## src/rtl/div_seq_ctrl_if.sv

```systemverilog
// Request/response handshake between the M-extension front end and the divide sequencer.
// The master drives requests and consumes results; the slave is the sequencer.
interface div_seq_ctrl_if #(
    parameter int unsigned XLEN = 32
);
    logic            req_valid;
    logic            req_ready;
    logic [1:0]      req_op;
    logic [XLEN-1:0] req_opr1;
    logic [XLEN-1:0] req_opr2;
    logic            resp_valid;
    logic            resp_ready;
    logic [XLEN-1:0] resp_result;

    modport master (
        output req_valid,
        output req_op,
        output req_opr1,
        output req_opr2,
        output resp_ready,
        input  req_ready,
        input  resp_valid,
        input  resp_result
    );

    modport slave (
        input  req_valid,
        input  req_op,
        input  req_opr1,
        input  req_opr2,
        input  resp_ready,
        output req_ready,
        output resp_valid,
        output resp_result
    );
endinterface

```

## src/rtl/div_seq_ctrl.sv

```systemverilog
// Sequencer for DIV/DIVU/REM/REMU around an iterative unsigned divider core: sign handling,
// RISC-V corner cases, start pulse, result hold, and flush draining of an in-flight divide.
module div_seq_ctrl #(
    parameter int unsigned XLEN = 32
) (
    input  logic            clk,
    input  logic            rst_n,
    input  logic            flush_i,
    div_seq_ctrl_if.slave   bus,
    output logic            busy_o,
    output logic            div_start_o,
    output logic [XLEN-1:0] div_opr1_o,
    output logic [XLEN-1:0] div_opr2_o,
    input  logic            div_done_i,
    input  logic [XLEN-1:0] div_quo_i,
    input  logic [XLEN-1:0] div_rem_i
);
    localparam logic [XLEN-1:0] MinVal = {1'b1, {(XLEN-1){1'b0}}};

    typedef enum logic [1:0] {StIdle, StCalc, StDrain, StResp} state_e;

    state_e          state_q;
    logic            resp_valid_q;
    logic            div_start_q;
    logic [XLEN-1:0] result_q;
    logic [XLEN-1:0] opr1_q;
    logic [XLEN-1:0] opr2_q;
    logic            is_rem_q;
    logic            neg_res_q;

    // Request decode: op[0] set means unsigned, op[1] set means remainder.
    logic            req_signed;
    logic            req_rem;
    logic            sign1;
    logic            sign2;
    logic [XLEN-1:0] mag1;
    logic [XLEN-1:0] mag2;
    logic            div_zero;
    logic            overflow;
    logic            accept;
    logic [XLEN-1:0] core_res;
    logic [XLEN-1:0] core_res_fixed;

    always_comb begin
        req_signed     = ~bus.req_op[0];
        req_rem        = bus.req_op[1];
        sign1          = req_signed & bus.req_opr1[XLEN-1];
        sign2          = req_signed & bus.req_opr2[XLEN-1];
        mag1           = sign1 ? (~bus.req_opr1 + 1'b1) : bus.req_opr1;
        mag2           = sign2 ? (~bus.req_opr2 + 1'b1) : bus.req_opr2;
        div_zero       = (bus.req_opr2 == '0);
        overflow       = req_signed && (bus.req_opr1 == MinVal) && (bus.req_opr2 == '1);
        accept         = bus.req_valid && bus.req_ready;
        core_res       = is_rem_q ? div_rem_i : div_quo_i;
        core_res_fixed = neg_res_q ? (~core_res + 1'b1) : core_res;
    end

    assign bus.req_ready   = (state_q == StIdle) && !flush_i;
    assign bus.resp_valid  = resp_valid_q;
    assign bus.resp_result = result_q;
    assign busy_o          = (state_q != StIdle);
    assign div_start_o     = div_start_q;
    assign div_opr1_o      = opr1_q;
    assign div_opr2_o      = opr2_q;

    always_ff @(posedge clk or negedge rst_n) begin
        if (!rst_n) begin
            state_q      <= StIdle;
            resp_valid_q <= 1'b0;
            div_start_q  <= 1'b0;
            result_q     <= '0;
            opr1_q       <= '0;
            opr2_q       <= '0;
            is_rem_q     <= 1'b0;
            neg_res_q    <= 1'b0;
        end else begin
            div_start_q <= 1'b0;
            case (state_q)
                StIdle: begin
                    if (accept) begin
                        opr1_q    <= mag1;
                        opr2_q    <= mag2;
                        is_rem_q  <= req_rem;
                        neg_res_q <= req_rem ? sign1 : (sign1 ^ sign2);
                        if (div_zero) begin
                            result_q     <= req_rem ? bus.req_opr1 : '1;
                            resp_valid_q <= 1'b1;
                            state_q      <= StResp;
                        end else if (overflow) begin
                            result_q     <= req_rem ? '0 : bus.req_opr1;
                            resp_valid_q <= 1'b1;
                            state_q      <= StResp;
                        end else begin
                            div_start_q <= 1'b1;
                            state_q     <= StCalc;
                        end
                    end
                end
                StCalc: begin
                    // The core cannot be aborted, so a flush must wait for its done pulse.
                    if (flush_i) begin
                        state_q <= div_done_i ? StIdle : StDrain;
                    end else if (div_done_i) begin
                        result_q     <= core_res_fixed;
                        resp_valid_q <= 1'b1;
                        state_q      <= StResp;
                    end
                end
                StDrain: begin
                    if (div_done_i) begin
                        state_q <= StIdle;
                    end
                end
                StResp: begin
                    if (flush_i || bus.resp_ready) begin
                        resp_valid_q <= 1'b0;
                        state_q      <= StIdle;
                    end
                end
                default: begin
                    resp_valid_q <= 1'b0;
                    state_q      <= StIdle;
                end
            endcase
        end
    end
endmodule
```

## src/flat_wrapper.sv

```systemverilog
// flat-port wrapper written by rule: the top's interface ports become plain ports
module div_seq_ctrl_flat 
#(
    parameter int unsigned XLEN = 32
)
  (clk, rst_n, flush_i, busy_o, div_start_o, div_opr1_o, div_opr2_o, div_done_i, div_quo_i, div_rem_i, bus_req_valid, bus_req_op, bus_req_opr1, bus_req_opr2, bus_resp_ready, bus_req_ready, bus_resp_valid, bus_resp_result);
  div_seq_ctrl_if #(.XLEN(XLEN)) bus_i ();
  input  logic clk;
  input  logic rst_n;
  input  logic flush_i;
  output logic busy_o;
  output logic div_start_o;
  output logic [XLEN-1:0] div_opr1_o;
  output logic [XLEN-1:0] div_opr2_o;
  input  logic div_done_i;
  input  logic [XLEN-1:0] div_quo_i;
  input  logic [XLEN-1:0] div_rem_i;
  input wire logic [$bits(bus_i.req_valid)-1:0] bus_req_valid;
  input wire logic [$bits(bus_i.req_op)-1:0] bus_req_op;
  input wire logic [$bits(bus_i.req_opr1)-1:0] bus_req_opr1;
  input wire logic [$bits(bus_i.req_opr2)-1:0] bus_req_opr2;
  input wire logic [$bits(bus_i.resp_ready)-1:0] bus_resp_ready;
  output wire logic [$bits(bus_i.req_ready)-1:0] bus_req_ready;
  output wire logic [$bits(bus_i.resp_valid)-1:0] bus_resp_valid;
  output wire logic [$bits(bus_i.resp_result)-1:0] bus_resp_result;
  assign bus_i.req_valid = bus_req_valid;
  assign bus_i.req_op = bus_req_op;
  assign bus_i.req_opr1 = bus_req_opr1;
  assign bus_i.req_opr2 = bus_req_opr2;
  assign bus_i.resp_ready = bus_resp_ready;
  assign bus_req_ready = bus_i.req_ready;
  assign bus_resp_valid = bus_i.resp_valid;
  assign bus_resp_result = bus_i.resp_result;
  div_seq_ctrl #(.XLEN(XLEN)) u_core (.clk(clk), .rst_n(rst_n), .flush_i(flush_i), .bus(bus_i), .busy_o(busy_o), .div_start_o(div_start_o), .div_opr1_o(div_opr1_o), .div_opr2_o(div_opr2_o), .div_done_i(div_done_i), .div_quo_i(div_quo_i), .div_rem_i(div_rem_i));
endmodule
```

## config.mk

```make
export PLATFORM = sky130hd
export DESIGN_NAME = div_seq_ctrl_flat
export DESIGN_NICKNAME = d
export VERILOG_FILES = /design/src/rtl/div_seq_ctrl_if.sv /design/src/rtl/div_seq_ctrl.sv /design/src/flat_wrapper.sv
export SDC_FILE = /design/constraint.sdc
export NUM_CORES = 1
export LEC_CHECK = 0
export ABC_AREA = 1
export CAP_MARGIN = 25
export CORE_UTILIZATION = 35
export CTS_CLUSTER_SIZE = 25
export DETAILED_ROUTE_END_ITERATION = 10
export PLACE_DENSITY = 0.62
export SLEW_MARGIN = 20
export SYNTH_ARGS = -nofsm -noshare
export SYNTH_HDL_FRONTEND = slang
export SYNTH_SLANG_ARGS = --single-unit
```

## constraint.sdc

```tcl
create_clock -name clk -period 1.9 [get_ports clk]
set_input_delay 0.38 -clock clk [delete_from_list [all_inputs] [get_ports clk]]
set_output_delay 0.38 -clock clk [all_outputs]
set_load 0.1 [all_outputs]
```

==> flow_summary.json <==
{
  "p_switching_w": 0.0151,
  "r2r_cells": 14,
  "cp-end-kind": "register",
  "route.vias.total": 10500,
  "synthArstFlopShare_pct": 100,
  "slew_headroom_pct": 65.5,
  "num_io_pins": 236,
  "dpl.hpwl_microns": 25700,
  "path_clk_slew_ps": 70,
  "path_buf_inv": 2,
  "grt_overflow": 0,
  "viasPerCell": 5.04,
  "numClockSinks": 102,
  "synth_edf_count": 0,
  "drtAntennaViolNets": 0,
  "hold_slack_ps": 375,
  "synthToLayoutAreaGrowth_pct": 92.9,
  "seqPwrFrac_pct": 16.3,
  "critPathSlowestCell": "dfrtp_2",
  "cts_tree": "done",
  "synthTopCellsByArea": "dfrtp_1 32%, nand2_1 23%, o21ai_0 7.5%",
  "die_x_microns": 153,
  "grt_pass1_vias": 10100,
  "synth.distinct_cells": 40,
  "num_rows": 55,
  "ys_ff_latch": 102,
  "clk_latency_ps": 360,
  "grt_pass1_wl_microns": 52800,
  "finalWorstSetupSlack_ps": -105,
  "wl_per_cell_microns": 16.7,
  "violations": "negative setup slack",
  "slew_violations": 0,
  "power_frac_comb_pct": 76.4,
  "ys_warn_count": 0,
  "worstSetupPathType": "reg2reg",
  "setup-violations-final": 20,
  "dr.pass1.iters": 5,
  "synthCells": 1322,
  "finalHoldViolations": 0,
  "initial_core_util_pct": 35.5,
  "leakage_nw": 7.79,
  "fmax_mhz": 499,
  "ir_worst_vdd_mv": 1.60,
  "drt-total-wl_microns": 34900,
  "synth-main-ff-cell": "dfrtp_1",
  "crit_fanout": 8,
  "required_ps": 2150,
  "fin_worst_skew_ps": 8.35,
  "syn_area_per_cell_sq_um": 6.07,
  "cp_cell_sequence": "clkinv_4 -> buf_12 -> nand2_4 -> nand2_4 -> nor2_4 -> nand2_2 -> nor2_4 -> nand2_2 -> nand2_4 -> nand3_2 -> nand2_1 -> o21ai_2 -> nand2_1 -> nand2_1",
  "clock_path_buffers": 2,
  "hold_class": "in2async",
  "cts_inserted_buffers": 9,
  "dpl_cell_area_sq_mm": 0.0134,
  "yosysTopAreaCell": "dfrtp_1",
  "portBuffers": 235,
  "syn_area_sq_mm": 0.00802,
  "finalInstanceArea_sq_mm": 0.0155,
  "worst-slew-pin-transition_ps": 517,
  "multiInputGateArea_sq_mm": 0.00585,
  "ff2ff_setup_slack_ps": -100,
  "switching_share_pct": 55.6,
  "dr.first_iter.drc_count": 624,
  "drive_gt1_share_pct": 36.1,
  "regArea_sq_mm": 0.00255,
  "finalCritPeriodShare_pct": 106,
  "die_area_sq_mm": 0.0235,
  "synth.net_count": 1462,
  "grt_start_max_net_pins": 44,
  "power.density_mw_per_mm2": 1750,
  "layout_min_cycle_time_ps": 2000,
  "worstReg2RegEnd": "u_core.bus.resp_result[19]$_DFFE_PN0P_",
  "final_nets": 1933,
  "critPathLaunchType": "register",
  "drv_cap": 0,
  "place_congestion": 0.925,
  "grt_usage_pct": 28.3,
  "critPathMaxStageDelay_ps": 460,
  "pwr-share-clk_pct": 7.4,
  "die_h_microns": 153,
  "power.internal_w": 0.0120,
  "reg2reg_from": "u_core.is_rem_q$_DFFE_PN0P_",
  "rsz0062_at_grt": "true",
  "yosysMostFrequentCell": "nand2_1",
  "synth_top_area_share_pct": 31.8,
  "synth_seq_area_share_pct": 31.8,
  "drcViolationCount": 0,
  "crit_family": "simple AND/OR/NAND/NOR gates",
  "synth_commonest_cells": "482 x nand2_1, 145 x nor2_1, 126 x inv_1, 120 x o21ai_0, 102 x dfrtp_1",
  "crit_arrival_ps": 2250,
  "h-tree-depth": 3,
  "core_area_sq_mm": 0.0226,
  "root_buffer": "clkbuf_16",
  "fin_util_pct": 68.5,
  "antenna_found_initial": 4,
  "status": "finished with violations",
  "fill_cells": 1830,
  "post-place-ws_ps": -688
}
[cell type report]
class                           count  share of cell area [%]
Tap cell                          285                    2.31
Sequential cell                   102                    16.5
Timing Repair Buffer              512                    37.9
Antenna cell                        2                  0.0324
Clock buffer                       10                    1.54
Inverter                          132                    3.34
Clock inverter                      6                   0.501
Multi-Input combinational cell   1036                    37.8
[power groups by stage]
stage / Clock (W) / Combinational, W / Sequential (W)
2_1_floorplan: 0 / 0.00454 / 0.0104
3_3_place_gp: 0 / 0.0181 / 0.00443
3_5_place_dp: 0 / 0.0182 / 0.00441
4_1_cts: 0.00204 / 0.0191 / 0.00441
5_1_grt: 0.00213 / 0.0217 / 0.00451
6_report: 0.00201 / 0.0207 / 0.00441
[kinds of logic after synthesis]
logic type | count (synthesis) | share of synthesized area [%]
AND/OR/NAND/NOR | 787 | 40.4
flip-flops | 102 | 31.8
XOR/XNOR | 42 | 4.59
adder cells (fa/ha/maj) | 4 | 0.624
buffers and inverters | 186 | 9.16
multiplexers | 1 | 0.125
AO/OA/AOI/OAI | 200 | 13.3
[worst max-delay path by stage]
| stage | endpoint | slack (ps) | startpoint | depth (start not counted) |
|---|---|---|---|---|
| after floorplan | u_core.div_opr1_o[31]$_DFFE_PN0P_ | -700 | u_core.state_q[0]$_DFFE_PN0P_ | 9 |
| after global placement | u_core.bus.resp_result[1]$_DFFE_PN0P_ | -620 | bus_req_opr2[1] | 13 |
| after detailed placement | u_core.bus.resp_result[30]$_DFFE_PN0P_ | -690 | bus_req_opr1[1] | 13 |
| after CTS | u_core.bus.resp_result[26]$_DFFE_PN0P_ | -40 | u_core.is_rem_q$_DFFE_PN0P_ | 14 |
| after global routing | u_core.bus.resp_result[29]$_DFFE_PN0P_ | -200 | u_core.is_rem_q$_DFFE_PN0P_ | 15 |
| final | u_core.bus.resp_result[19]$_DFFE_PN0P_ | -100 | u_core.is_rem_q$_DFFE_PN0P_ | 14 |
[timing repair]
item,CTS,global route
setup buffers,27,15
cloned,4,6
resized for setup,206,231
endpoints found under the setup margin,67,73
endpoints found under the hold margin,5,0
pin swaps,68,85
hold buffers,1,0
[stage by stage]
stage	TNS [ps]	instances	power [W]
2_1_floorplan	-69310	1322	0.0149
3_3_place_gp	-40060	2016	0.0225
3_5_place_dp	-44150	2016	0.0226
4_1_cts	-124	2063	0.0256
5_1_grt	-3800	2084	0.0284
6_report	-1190	2085	0.0271
[per-layer routing]
metal	vias to the layer above	track usage (%)	routed length, microns
met1	4925	35.6	14400
met5	-	0	8
li1	5173	-	-
met4	2	7.00	651
met3	44	5.05	2220
met2	363	50.0	17600
[layout by cell type (no fill, tap or decap), drive strengths merged, types with 3 or more instances in the layout]
master / instances
nand4: 25
ha: 4
o21ai: 135
inv: 132
dlygate4sd2: 25
or2: 5
o22ai: 4
clkinv: 3
buf: 373
nor4: 3
a21oi: 41
dlymetal6s2s: 32
xnor2: 5
nor3: 18
clkbuf: 16
xor2: 37
nand2: 486
o211ai: 11
nand3b: 5
nand3: 94
nor2: 153
dfrtp: 102
clkdlybuf4s50: 74
[registers in the layout (all words and copies together), names as in the netlist]
name / count
u_core.neg_res_q: 1
u_core.div_start_o: 1
u_core.bus.resp_valid: 1
u_core.state_q: 2
u_core.div_opr1_o: 32
u_core.is_rem_q: 1
u_core.bus.resp_result: 32
u_core.div_opr2_o: 32
[worst reg2reg max path: stages, from the launching register on]
cell	delay, ps
dfrtp_2	460
clkinv_4	160
buf_12	180
nand2_4	70
nand2_4	80
nor2_4	140
nand2_2	70
nor2_4	180
nand2_2	120
nand2_4	110
nand3_2	80
nand2_1	80
o21ai_2	60
nand2_1	70
nand2_1	40
No activity file was read; power rests on OpenSTA's default activity.
